### config.mk
export PLATFORM = sky130hd
export DESIGN_NAME = cell_op_sequencer
export DESIGN_NICKNAME = d
export VERILOG_FILES = /design/src/rtl/cell_op_sequencer.sv
export SDC_FILE = /design/constraint.sdc
export NUM_CORES = 1
export LEC_CHECK = 0
export CORE_ASPECT_RATIO = 1.4
export CORE_UTILIZATION = 40
export DETAILED_ROUTE_END_ITERATION = 10
export GPL_ROUTABILITY_DRIVEN = 0
export PLACE_DENSITY = 0.58
export SLEW_MARGIN = 10
export SYNTH_ARGS = -nofsm -noshare
export SYNTH_HDL_FRONTEND = slang
export SYNTH_SLANG_ARGS = --single-unit
### constraint.sdc
create_clock -name clk -period 23 [get_ports clk]
set_input_delay 6.9 -clock clk [delete_from_list [all_inputs] [get_ports clk]]
set_output_delay 6.9 -clock clk [all_outputs]
set_load 0.01 [all_outputs]
### src/rtl/cell_op_sequencer.sv
// Frame controller: walks an image in raster order, gathers each 3x3 window from
// pixel RAM, presents it to the combinational cell processor and stores the result.
package CellProcessingPkg;
  localparam int PIX_W = 8;
  typedef logic [PIX_W-1:0] pixel_t;
  typedef enum logic [2:0] {ADD = 3'd0, ADDI, SUB, SUBI, AVG} opc_t;
  typedef pixel_t [2:0][2:0] cell_t;
  typedef struct packed {
    opc_t   opcode;
    cell_t  cell_a;
    cell_t  cell_b;
    pixel_t user_in;
  } instruction_t;
endpackage

module cell_op_sequencer
  import CellProcessingPkg::*;
#(
  parameter int              PIXEL_W  = 8,
  parameter int              DIM_W    = 8,
  parameter int              ADDR_W   = 16,
  parameter logic [ADDR_W-1:0] B_BASE   = 16'h4000,
  parameter logic [ADDR_W-1:0] OUT_BASE = 16'h8000
) (
  input  logic               clk,
  input  logic               rst,
  input  logic               start,
  input  opc_t               opcode,
  input  logic [PIXEL_W-1:0] user_in,
  input  logic [DIM_W-1:0]   img_w,
  input  logic [DIM_W-1:0]   img_h,
  output logic               busy,
  output logic               done,
  output logic               rd_en,
  output logic [ADDR_W-1:0]  rd_addr,
  input  logic [PIXEL_W-1:0] rd_data,
  output instruction_t       cp_iw,
  input  pixel_t             cp_result,
  output logic               wr_en,
  output logic [ADDR_W-1:0]  wr_addr,
  output logic [PIXEL_W-1:0] wr_data
);

  typedef enum logic [2:0] {S_IDLE, S_LOAD_A, S_LOAD_B, S_WAIT, S_EXEC, S_WRITE, S_FIN} state_t;

  state_t               state;
  opc_t                 opc_q;
  logic [PIXEL_W-1:0]   user_q;
  logic [DIM_W-1:0]     w_q, h_q, x, y;
  logic [1:0]           rd_r, rd_c, cap_r, cap_c;
  logic                 rd_b, cap_b, cap_en;
  cell_t                cell_a, cell_b;

  logic [1:0]           nxt_r, nxt_c;
  logic                 nxt_b, rd_last, is_bin, last_px;
  logic [DIM_W-1:0]     nx, ny;

  // Edge-replicated window address: out-of-range neighbours collapse onto the border.
  function automatic logic [ADDR_W-1:0] win_addr(input logic is_b,
                                                 input logic [DIM_W-1:0] px, py, w, h,
                                                 input logic [1:0] r, c);
    logic [DIM_W-1:0] cx, cy;
    cx = px;
    cy = py;
    if (c == 2'd0 && px != '0) cx = px - DIM_W'(1);
    else if (c == 2'd2 && px != w - DIM_W'(1)) cx = px + DIM_W'(1);
    if (r == 2'd0 && py != '0) cy = py - DIM_W'(1);
    else if (r == 2'd2 && py != h - DIM_W'(1)) cy = py + DIM_W'(1);
    return (is_b ? B_BASE : '0) + ADDR_W'(cy) * ADDR_W'(w) + ADDR_W'(cx);
  endfunction

  // NOTE: every signal written in always_comb gets a default first so no latch is inferred.
  always_comb begin
    is_bin  = (opc_q == ADD) || (opc_q == SUB);
    nxt_c   = rd_c + 2'd1;
    nxt_r   = rd_r;
    nxt_b   = rd_b;
    rd_last = 1'b0;
    if (rd_c == 2'd2) begin
      nxt_c = 2'd0;
      if (rd_r == 2'd2) begin
        nxt_r = 2'd0;
        if (rd_b || !is_bin) rd_last = 1'b1;
        else nxt_b = 1'b1;
      end else begin
        nxt_r = rd_r + 2'd1;
      end
    end
    last_px = (x == w_q - DIM_W'(1)) && (y == h_q - DIM_W'(1));
    nx      = (x == w_q - DIM_W'(1)) ? '0 : x + DIM_W'(1);
    ny      = (x == w_q - DIM_W'(1)) ? y + DIM_W'(1) : y;
  end

  always_comb begin
    cp_iw         = '0;
    cp_iw.opcode  = opc_q;
    cp_iw.cell_a  = cell_a;
    cp_iw.cell_b  = cell_b;
    cp_iw.user_in = user_q;
  end

  // NOTE: the window registers are reset too, because cp_iw must read all-zero out of reset.
  always_ff @(posedge clk) begin
    if (rst) begin
      state   <= S_IDLE;
      opc_q   <= ADD;
      user_q  <= '0;
      w_q     <= '0;
      h_q     <= '0;
      x       <= '0;
      y       <= '0;
      rd_r    <= '0;
      rd_c    <= '0;
      rd_b    <= 1'b0;
      cap_r   <= '0;
      cap_c   <= '0;
      cap_b   <= 1'b0;
      cap_en  <= 1'b0;
      cell_a  <= '0;
      cell_b  <= '0;
      busy    <= 1'b0;
      done    <= 1'b0;
      rd_en   <= 1'b0;
      rd_addr <= '0;
      wr_en   <= 1'b0;
      wr_addr <= '0;
      wr_data <= '0;
    end else begin
      done <= 1'b0;
      // Read data returns one cycle after its strobe, so the slot index is delayed to match.
      if (cap_en) begin
        if (cap_b) cell_b[cap_r][cap_c] <= rd_data;
        else       cell_a[cap_r][cap_c] <= rd_data;
      end
      cap_en <= rd_en;
      cap_r  <= rd_r;
      cap_c  <= rd_c;
      cap_b  <= rd_b;

      case (state)
        S_IDLE: if (start) begin
          opc_q  <= opcode;
          user_q <= user_in;
          w_q    <= img_w;
          h_q    <= img_h;
          x      <= '0;
          y      <= '0;
          cell_b <= '0;
          if (img_w == '0 || img_h == '0) begin
            state <= S_FIN;
            done  <= 1'b1;
          end else begin
            state   <= S_LOAD_A;
            busy    <= 1'b1;
            rd_en   <= 1'b1;
            rd_r    <= '0;
            rd_c    <= '0;
            rd_b    <= 1'b0;
            rd_addr <= win_addr(1'b0, '0, '0, img_w, img_h, 2'd0, 2'd0);
          end
        end
        S_LOAD_A, S_LOAD_B: begin
          rd_r <= nxt_r;
          rd_c <= nxt_c;
          rd_b <= nxt_b;
          if (rd_last) begin
            rd_en <= 1'b0;
            rd_b  <= 1'b0;
            state <= S_WAIT;
          end else begin
            rd_addr <= win_addr(nxt_b, x, y, w_q, h_q, nxt_r, nxt_c);
            if (nxt_b) state <= S_LOAD_B;
          end
        end
        S_WAIT: state <= S_EXEC;
        S_EXEC: begin
          wr_en   <= 1'b1;
          wr_addr <= OUT_BASE + ADDR_W'(y) * ADDR_W'(w_q) + ADDR_W'(x);
          wr_data <= cp_result;
          state   <= S_WRITE;
        end
        S_WRITE: begin
          wr_en <= 1'b0;
          x     <= nx;
          y     <= ny;
          if (last_px) begin
            state <= S_FIN;
            busy  <= 1'b0;
            done  <= 1'b1;
          end else begin
            state   <= S_LOAD_A;
            rd_en   <= 1'b1;
            rd_r    <= '0;
            rd_c    <= '0;
            rd_b    <= 1'b0;
            rd_addr <= win_addr(1'b0, nx, ny, w_q, h_q, 2'd0, 2'd0);
          end
        end
        S_FIN:   state <= S_IDLE;
        default: state <= S_IDLE;
      endcase
    end
  end

endmodule

==> summary.txt, run 1 <==
Run status
  • Status: finished clean

STA
  • Slew HR: 23.9%
  • WHS: 452 ps
  • Final Cycle Share: 39.4%
  • Final hold vios: 0
  • Worst Max-Slew Pin Slew: 1140 ps
  • RSZ-0062 raised after global routing: false
  • # setup viols final: 0
  • Setup TNS: 0 ps
  • Final Max Slew Viols: 0
  • Clock Skews: 26.6 ps
  • Tmin final: 9070 ps
  • Max Clock Freq: 0.110 GHz
  • Slack of the critical path: 13,930 ps

Power and ir drop
  • Comb pwr share: 25.8%
  • Sequential Power Share: 39.4%
  • Final Total Pwr: 1.22 mW
  • Maximum VDD drop: 46.9 µV
  • Pwr/cell area: 56.4 nW/µm²
  • Sw Pwr: 0.410 mW
  • Int Pwr: 0.808 mW
  • Sw Share: 33.7%
  • Leak: 9.92 nW
  • Clock power share: 34.8%

Critical path
  • Reg2Reg Setup Slack: 13,930 ps
  • Worst Setup End Kind: register
  • Crit path max-delay cell type: xnor2_1
  • Crit Reg-Reg Startpoint: w_q[1]
  • R2R cell count: 30
  • R2r endpoint: rd_addr[15]
  • Crit path launch type: register
  • Max incr delay on CP: 610 ps
  • Worst-path fanout max: 27
  • Critical Path RT: 23,470 ps
  • CP top delay family: adder cells
  • Worst Path Buf+Inv: 6
  • CP Data Arrival Time: 9540 ps
  • CP Class: register to register

Yosys
  • Syn Inst Count: 2,122
  • Synth warnings: 0
  • Yosys reg bits: 245
  • Synth cell count leaders: nand2_1 (254), dfxtp_1 (245), nor2_1 (241)
  • Syn Std Cell Area: 17,900 µm²
  • Ranking of synthesized cells by area: dfxtp_1 (27%), fa_1 (15%), ha_1 (8.4%)
  • Sequential area share after synthesis: 27.4%
  • Most frequent cell after synthesis: nand2_1
  • Async S/R FF share, synth: 0%
  • Yosys top cell area share: 27.4%
  • Synth Net Count: 2,420
  • Main synth FF type: dfxtp_1
  • Synth unique cells: 70
  • Number of synthesized flops with an enable pin: 0
  • Syn Area/Cell: 8.44 µm²
  • Dominant cell type by area after synthesis: dfxtp_1

Min path
  • End of the worst hold path: wr_data[6]
  • Worst hold path type: register to register
  • Hold Crit Start: wr_data[6]
  • Hold-critical path depth: 2

Job
  • Number of max-cap violations: 0

Finish
  • Non-Filler Instances: 2,863
  • Layout Nets: 2,582
  • Finished Core Util: 48.9%
  • Share of cells above drive strength 1: 3.78%
  • Synthesis-to-finish area growth: 20.5%
  • Post-route cell area: 21,600 µm²

Clocking
  • Clock buffer depth: 3
  • CTS resizes: 0
  • Worst-path clk slew: 60 ps
  • CTS tree: built
  • Root Driver: clkbuf_16
  • H-tree Lvls: 1
  • # hold bufs at CTS: 0
  • Worst-skew pair later-pin latency: 560 ps
  • Cts bufs inserted: 26
  • Sink Count: 245
  • Postcts setup bufs: 0

Global routing
  • Initial antenna violation count: 1
  • Largest net degree at the start of global routing: 97
  • Vias in the first global route: 15,300
  • Total GRT Usage: 24.3%
  • Overflow after GRT: 0
  • First-pass GRT wire length: 87,200 µm

Floorplan
  • Initial Utilization: 40.6%
  • Core Footprint: 44,200 µm²
  • Num ports: 245
  • Die footprint: 45,600 µm²
  • Die width: 181 µm
  • Die Y: 252 µm
  • Row count: 91

Placement
  • Post-DP Area: 20,700 µm²
  • Pre-CTS setup slack: 13,320 ps
  • IO buf count: 244
  • HPWL Detailed: 41,800 µm
  • Cell Count Post-Placement: 2,814

Detailed routing
  • DRT Pass-1 Iters: 5
  • Detail Route Antenna Nets: 0
  • Drt total wl: 55,300 µm
  • Average vias per placed instance: 5.38
  • Initial detailed-routing violation count: 892
  • DRC errors left: 0
  • Wire length per cell: 19.3 µm
  • Via Count: 15,400
state kept, by name, indices dropped and copies added (netlist names), 3 cells and up:
name / flops
cp_iw: 144
h_q: 8
opc_q: 3
rd_addr: 16
state: 3
user_q: 8
w_q: 8
wr_addr: 16
wr_data: 8
x: 8
y: 8
cells in the final DEF, fill, tap and decap left out, types with 8 or more instances in the layout:
master | netlist | final
nand2_1 | 254 | 254
dfxtp_1 | 245 | 245
clkdlybuf4s50_1 | 0 | 243
nor2_1 | 241 | 241
inv_1 | 203 | 203
mux2i_1 | 144 | 144
fa_1 | 132 | 132
ha_1 | 120 | 120
a21oi_1 | 110 | 110
and2_1 | 64 | 64
nor3_1 | 56 | 55
xnor2_1 | 51 | 51
nand3_1 | 41 | 41
o21ai_0 | 35 | 35
xor2_1 | 30 | 30
buf_4 | 0 | 27
clkbuf_16 | 0 | 26
nand2b_1 | 23 | 22
nand4_1 | 17 | 17
nor2b_1 | 14 | 14
and3_1 | 12 | 12
nor3b_1 | 12 | 12
a221oi_1 | 12 | 12
nor4_1 | 11 | 11
a211oi_1 | 10 | 10
a21o_1 | 10 | 10
o211ai_1 | 8 | 8
or3_1 | 8 | 8
worst register-to-register path, delay by kind of cell, from the launching register on:
family	cells	cell delay, ps
buf+inv	6	1130
simple gates	5	1670
compound gates	10	2120
flops	1	310
xor+xnor	2	830
fa+ha+maj	7	2950
power groups by stage:
| stage | sequential (mW) | clock (mW) | combinational, mW |
|---|---|---|---|
| 2_1_floorplan | 0.489 | 0 | 0.183 |
| 3_5_place_dp | 0.490 | 0 | 0.312 |
| 4_1_cts | 0.481 | 0.434 | 0.315 |
| 3_3_place_gp | 0.490 | 0 | 0.309 |
| 6_report | 0.480 | 0.423 | 0.315 |
| 5_1_grt | 0.484 | 0.449 | 0.341 |
worst max path at each step:
stage | start | to | slack (ps) | cells after the start
floorplan | img_h[3] | rd_addr[6] | 14250 | 9
global placement | img_w[7] | rd_addr[4] | 13380 | 8
detailed placement | img_h[3] | rd_addr[10] | 13320 | 9
CTS | img_h[3] | rd_addr[10] | 13920 | 9
global route | w_q[1] | rd_addr[15] | 13380 | 30
finish | w_q[1] | rd_addr[15] | 13930 | 30
cells by family (layout without fill, tap and decap cells):
logic type,Yosys count,count (layout),synth area share [%]
and+or+nand+nor,777,777,19.8
other,0,1,0
muxes,146,146,8.17
DFF,245,245,27.4
adders and majority gates,252,252,23.1
xor gates and xnor gates,81,81,3.96
AOI/OAI and AO/OA,278,278,10.3
buffers and inverters,343,525,7.28
final cells by class:
| class | count | area, µm² |
|---|---|---|
| multi-input combinational | 1534 | 11700 |
| clock buffer | 38 | 746 |
| tap | 558 | 698 |
| sequential | 245 | 4900 |
| antenna | 1 | 2.50 |
| inverter | 206 | 773 |
| timing repair buffer | 271 | 2650 |
| fill | 4200 | 22600 |
| clock inverter | 10 | 106 |
layer usage:
layer  part of all wire, %  vias up  GRT usage (%)
met1                    39     7438           27.5
met4                   4.5        0           11.0
met5                     0        -              0
met3                   4.8      109           2.59
met2                    52      512           45.4
li1                      -     7334              -
(Power assumes the default switching activity.)
==> run 2: changes to the inputs <==
--- a/config.mk
+++ b/config.mk
@@ -9,7 +9,7 @@
 export CORE_UTILIZATION = 40
 export DETAILED_ROUTE_END_ITERATION = 10
 export GPL_ROUTABILITY_DRIVEN = 0
-export PLACE_DENSITY = 0.58
+export PLACE_DENSITY = 0.61
 export SLEW_MARGIN = 10
 export SYNTH_ARGS = -nofsm -noshare
 export SYNTH_HDL_FRONTEND = slang
==> constraint.sdc (replaced) <==
create_clock -name clk -period 7.6 [get_ports clk]
set_input_delay 2.28 -clock clk [delete_from_list [all_inputs] [get_ports clk]]
set_output_delay 2.28 -clock clk [all_outputs]
set_load 0.01 [all_outputs]
==> run 2 against run 1 <==
  * Clock skew up 8.7 ps
  * Global-route usage down 0.66 points
  * Die area unchanged
  * Sequential share of layout area down 0.48 points
  * Final cell count up 1.5%
  * Register-to-register slack worse by 14000 ps
  * Flip-flop and latch count unchanged
  * Sequential power rose to 3.0 times the previous value
  * Critical path type unchanged
  * Largest cell class unchanged
==> summary.txt, run 2 (same netlist as run 1, synthesis figures left out) <==
STA
  • Tmin final: 7250 ps (-1820 ps)
  • Slack of the critical path: 353 ps (-13,580 ps)
  • Setup TNS: 0 ps (unchanged)
  • Final hold vios: 0 (unchanged)
  • Max Clock Freq: 0.138 GHz (+25%)
  • Final Cycle Share: 95.4% (+56 points)
  • Worst Max-Slew Pin Slew: 1100 ps (-36.8 ps)
  • Slew HR: 26.3% (+2.5 points)
  • Clock Skews: 35.3 ps (+8.73 ps)
  • Final Max Slew Viols: 0 (unchanged)
  • # setup viols final: 0 (unchanged)

Floorplan
  • Die width: 181 µm (unchanged)
  • Die Y: 252 µm (unchanged)
  • Core Footprint: 44,200 µm² (unchanged)
  • Initial Utilization: 40.6% (unchanged)
  • Row count: 91 (unchanged)
  • Num ports: 245 (unchanged)
  • Die footprint: 45,600 µm² (unchanged)

Detailed routing
  • Wire length per cell: 18.7 µm (-3.4%)
  • DRT Pass-1 Iters: 6 (+1)
  • Detail Route Antenna Nets: 0 (unchanged)
  • Average vias per placed instance: 5.37 (about the same)
  • Met1 Wirelength: 20,800 µm (-3.8%)
  • Via Count: 15,600 (+1.4%)
  • Met3 WL: 2850 µm (+7.9%)
  • Initial detailed-routing violation count: 777 (-13%)
  • DRC errors left: 0 (unchanged)
  • Top Metal Used: met5
  • Met2 WL: 27,700 µm (-3.2%)
  • Drt total wl: 54,200 µm (-2.0%)

Power and ir drop
  • Pwr/cell area: 172 nW/µm² (+200%)
  • Maximum VDD drop: 206 µV (+340%)
  • Final Total Pwr: 3.79 mW (+210%)
  • Leak: 10.2 nW (+2.9%)

Global routing
  • Overflow after GRT: 0 (unchanged)
  • Initial antenna violation count: 1 (unchanged)
  • Total GRT Usage: 23.6% (-0.66 points)
  • Largest net degree at the start of global routing: 122 (+26%)
  • First-pass GRT wire length: 85,200 µm (-2.3%)
  • Vias in the first global route: 15,500 (+1.3%)

Critical path
  • Max incr delay on CP: 540 ps (-70 ps)
  • Crit Reg-Reg Startpoint: w_q[1]
  • Worst Setup End Kind: register
  • Worst-path fanout max: 24 (-11%)
  • Crit path launch type: register
  • CP Data Arrival Time: 7710 ps (-1830 ps)
  • Critical Path RT: 8060 ps (-15,410 ps)
  • Crit path max-delay cell type: fa_1
  • Crit. Startpoint: w_q[1]
  • Cell mode on critical path: fa_1
  • CP Class: register to register

Finish
  • Share of cells above drive strength 1: 6.27% (+2.5 points)
  • Non-Filler Instances: 2,905 (+1.5%)
  • Commonest non-fill, non-tap cells in the layout: nand2_1 (254), dfxtp_1 (243), clkdlybuf4s50_1 (243)
  • Max reg flops: 144 (unchanged)
  • Synthesis-to-finish area growth: 23.2%
  • Layout Nets: 2,624 (+1.6%)
  • Commonest non-fill, non-tap cell in the layout: nand2_1

Clocking
  • Clock buffer depth: 3 (unchanged)
  • H-tree Lvls: 1 (unchanged)
  • CTS tree: built
  • Worst-skew pair later-pin latency: 570 ps (about the same)
  • Worst-path clk slew: 70 ps (about the same)
  • Cts bufs inserted: 27 (+3.8%)
  • Sink Count: 245 (unchanged)
  • # hold bufs at CTS: 0 (unchanged)
  • Root Driver: clkbuf_16

Min path
  • Worst hold path type: register to register
  • Hold Crit Start: wr_data[6]

Placement
  • HPWL Detailed: 42,100 µm (+0.60%)
  • IO buf count: 244 (unchanged)
  • Pre-CTS setup slack: -12.8 ps (-13,340 ps)
  • Cell Count Post-Placement: 2,852 (+1.4%)

Run status
  • Status: finished clean

Job
  • Number of max-cap violations: 0 (unchanged)
run 2: worst max-delay path, delay by kind of cell (launching register included):
family / cells / cell delay, ps
AOI/OAI and AO/OA: 10 / 2290
xor gates and xnor gates: 3 / 560
adders and majority gates: 6 / 2470
buffers and inverters: 5 / 620
DFF: 1 / 310
and+or+nand+nor: 4 / 890
run 2: final timing paths:
path	slack, ps	depth (start not counted)	to
min	450	2	wr_data[6]
max	350	28	rd_addr[15]
max reg2reg	350	28	rd_addr[15]
min reg2reg	450	2	wr_data[6]
run 2: cell type report:
cell class | count | area [µm²]
fill | 4207 | 22100
tap | 558 | 698
multi-input combinational | 1534 | 11800
clock buffer | 38 | 787
clock inverter | 11 | 149
antenna | 1 | 2.50
sequential | 245 | 4910
timing repair buffer | 312 | 2960
inverter | 206 | 787
run 2: metal layers:
| metal | vias to the layer above | GRT usage, % |
|---|---|---|
| met3 | 138 | 3.39 |
| met4 | 2 | 12.3 |
| li1 | 7411 | - |
| met5 | - | 0 |
| met1 | 7544 | 26.0 |
| met2 | 513 | 43.7 |
run 2: power by group:
part	leakage (nW)	switching (mW)	internal (mW)
Sequential	1.98	0.0856	1.37
Combinational	7.76	0.596	0.351
Clock	0.464	0.555	0.826
run 2: what timing repair did:
| action | CTS | global route |
|---|---|---|
| endpoints found under the setup margin | 1 | 7 |
| gates resized for setup | 2 | 16 |
| setup buffers | 0 | 3 |
| pin swaps | 0 | 3 |
run 2: per-stage QoR:
step,hold slack [ps],area (µm²),utilization (%)
after CTS,453,22000,49.7
after global routing,467,22100,49.9
after global placement,442,21000,47.6
final,451,22100,49.9
after floorplan,448,17900,-
after detailed placement,446,21000,47.6
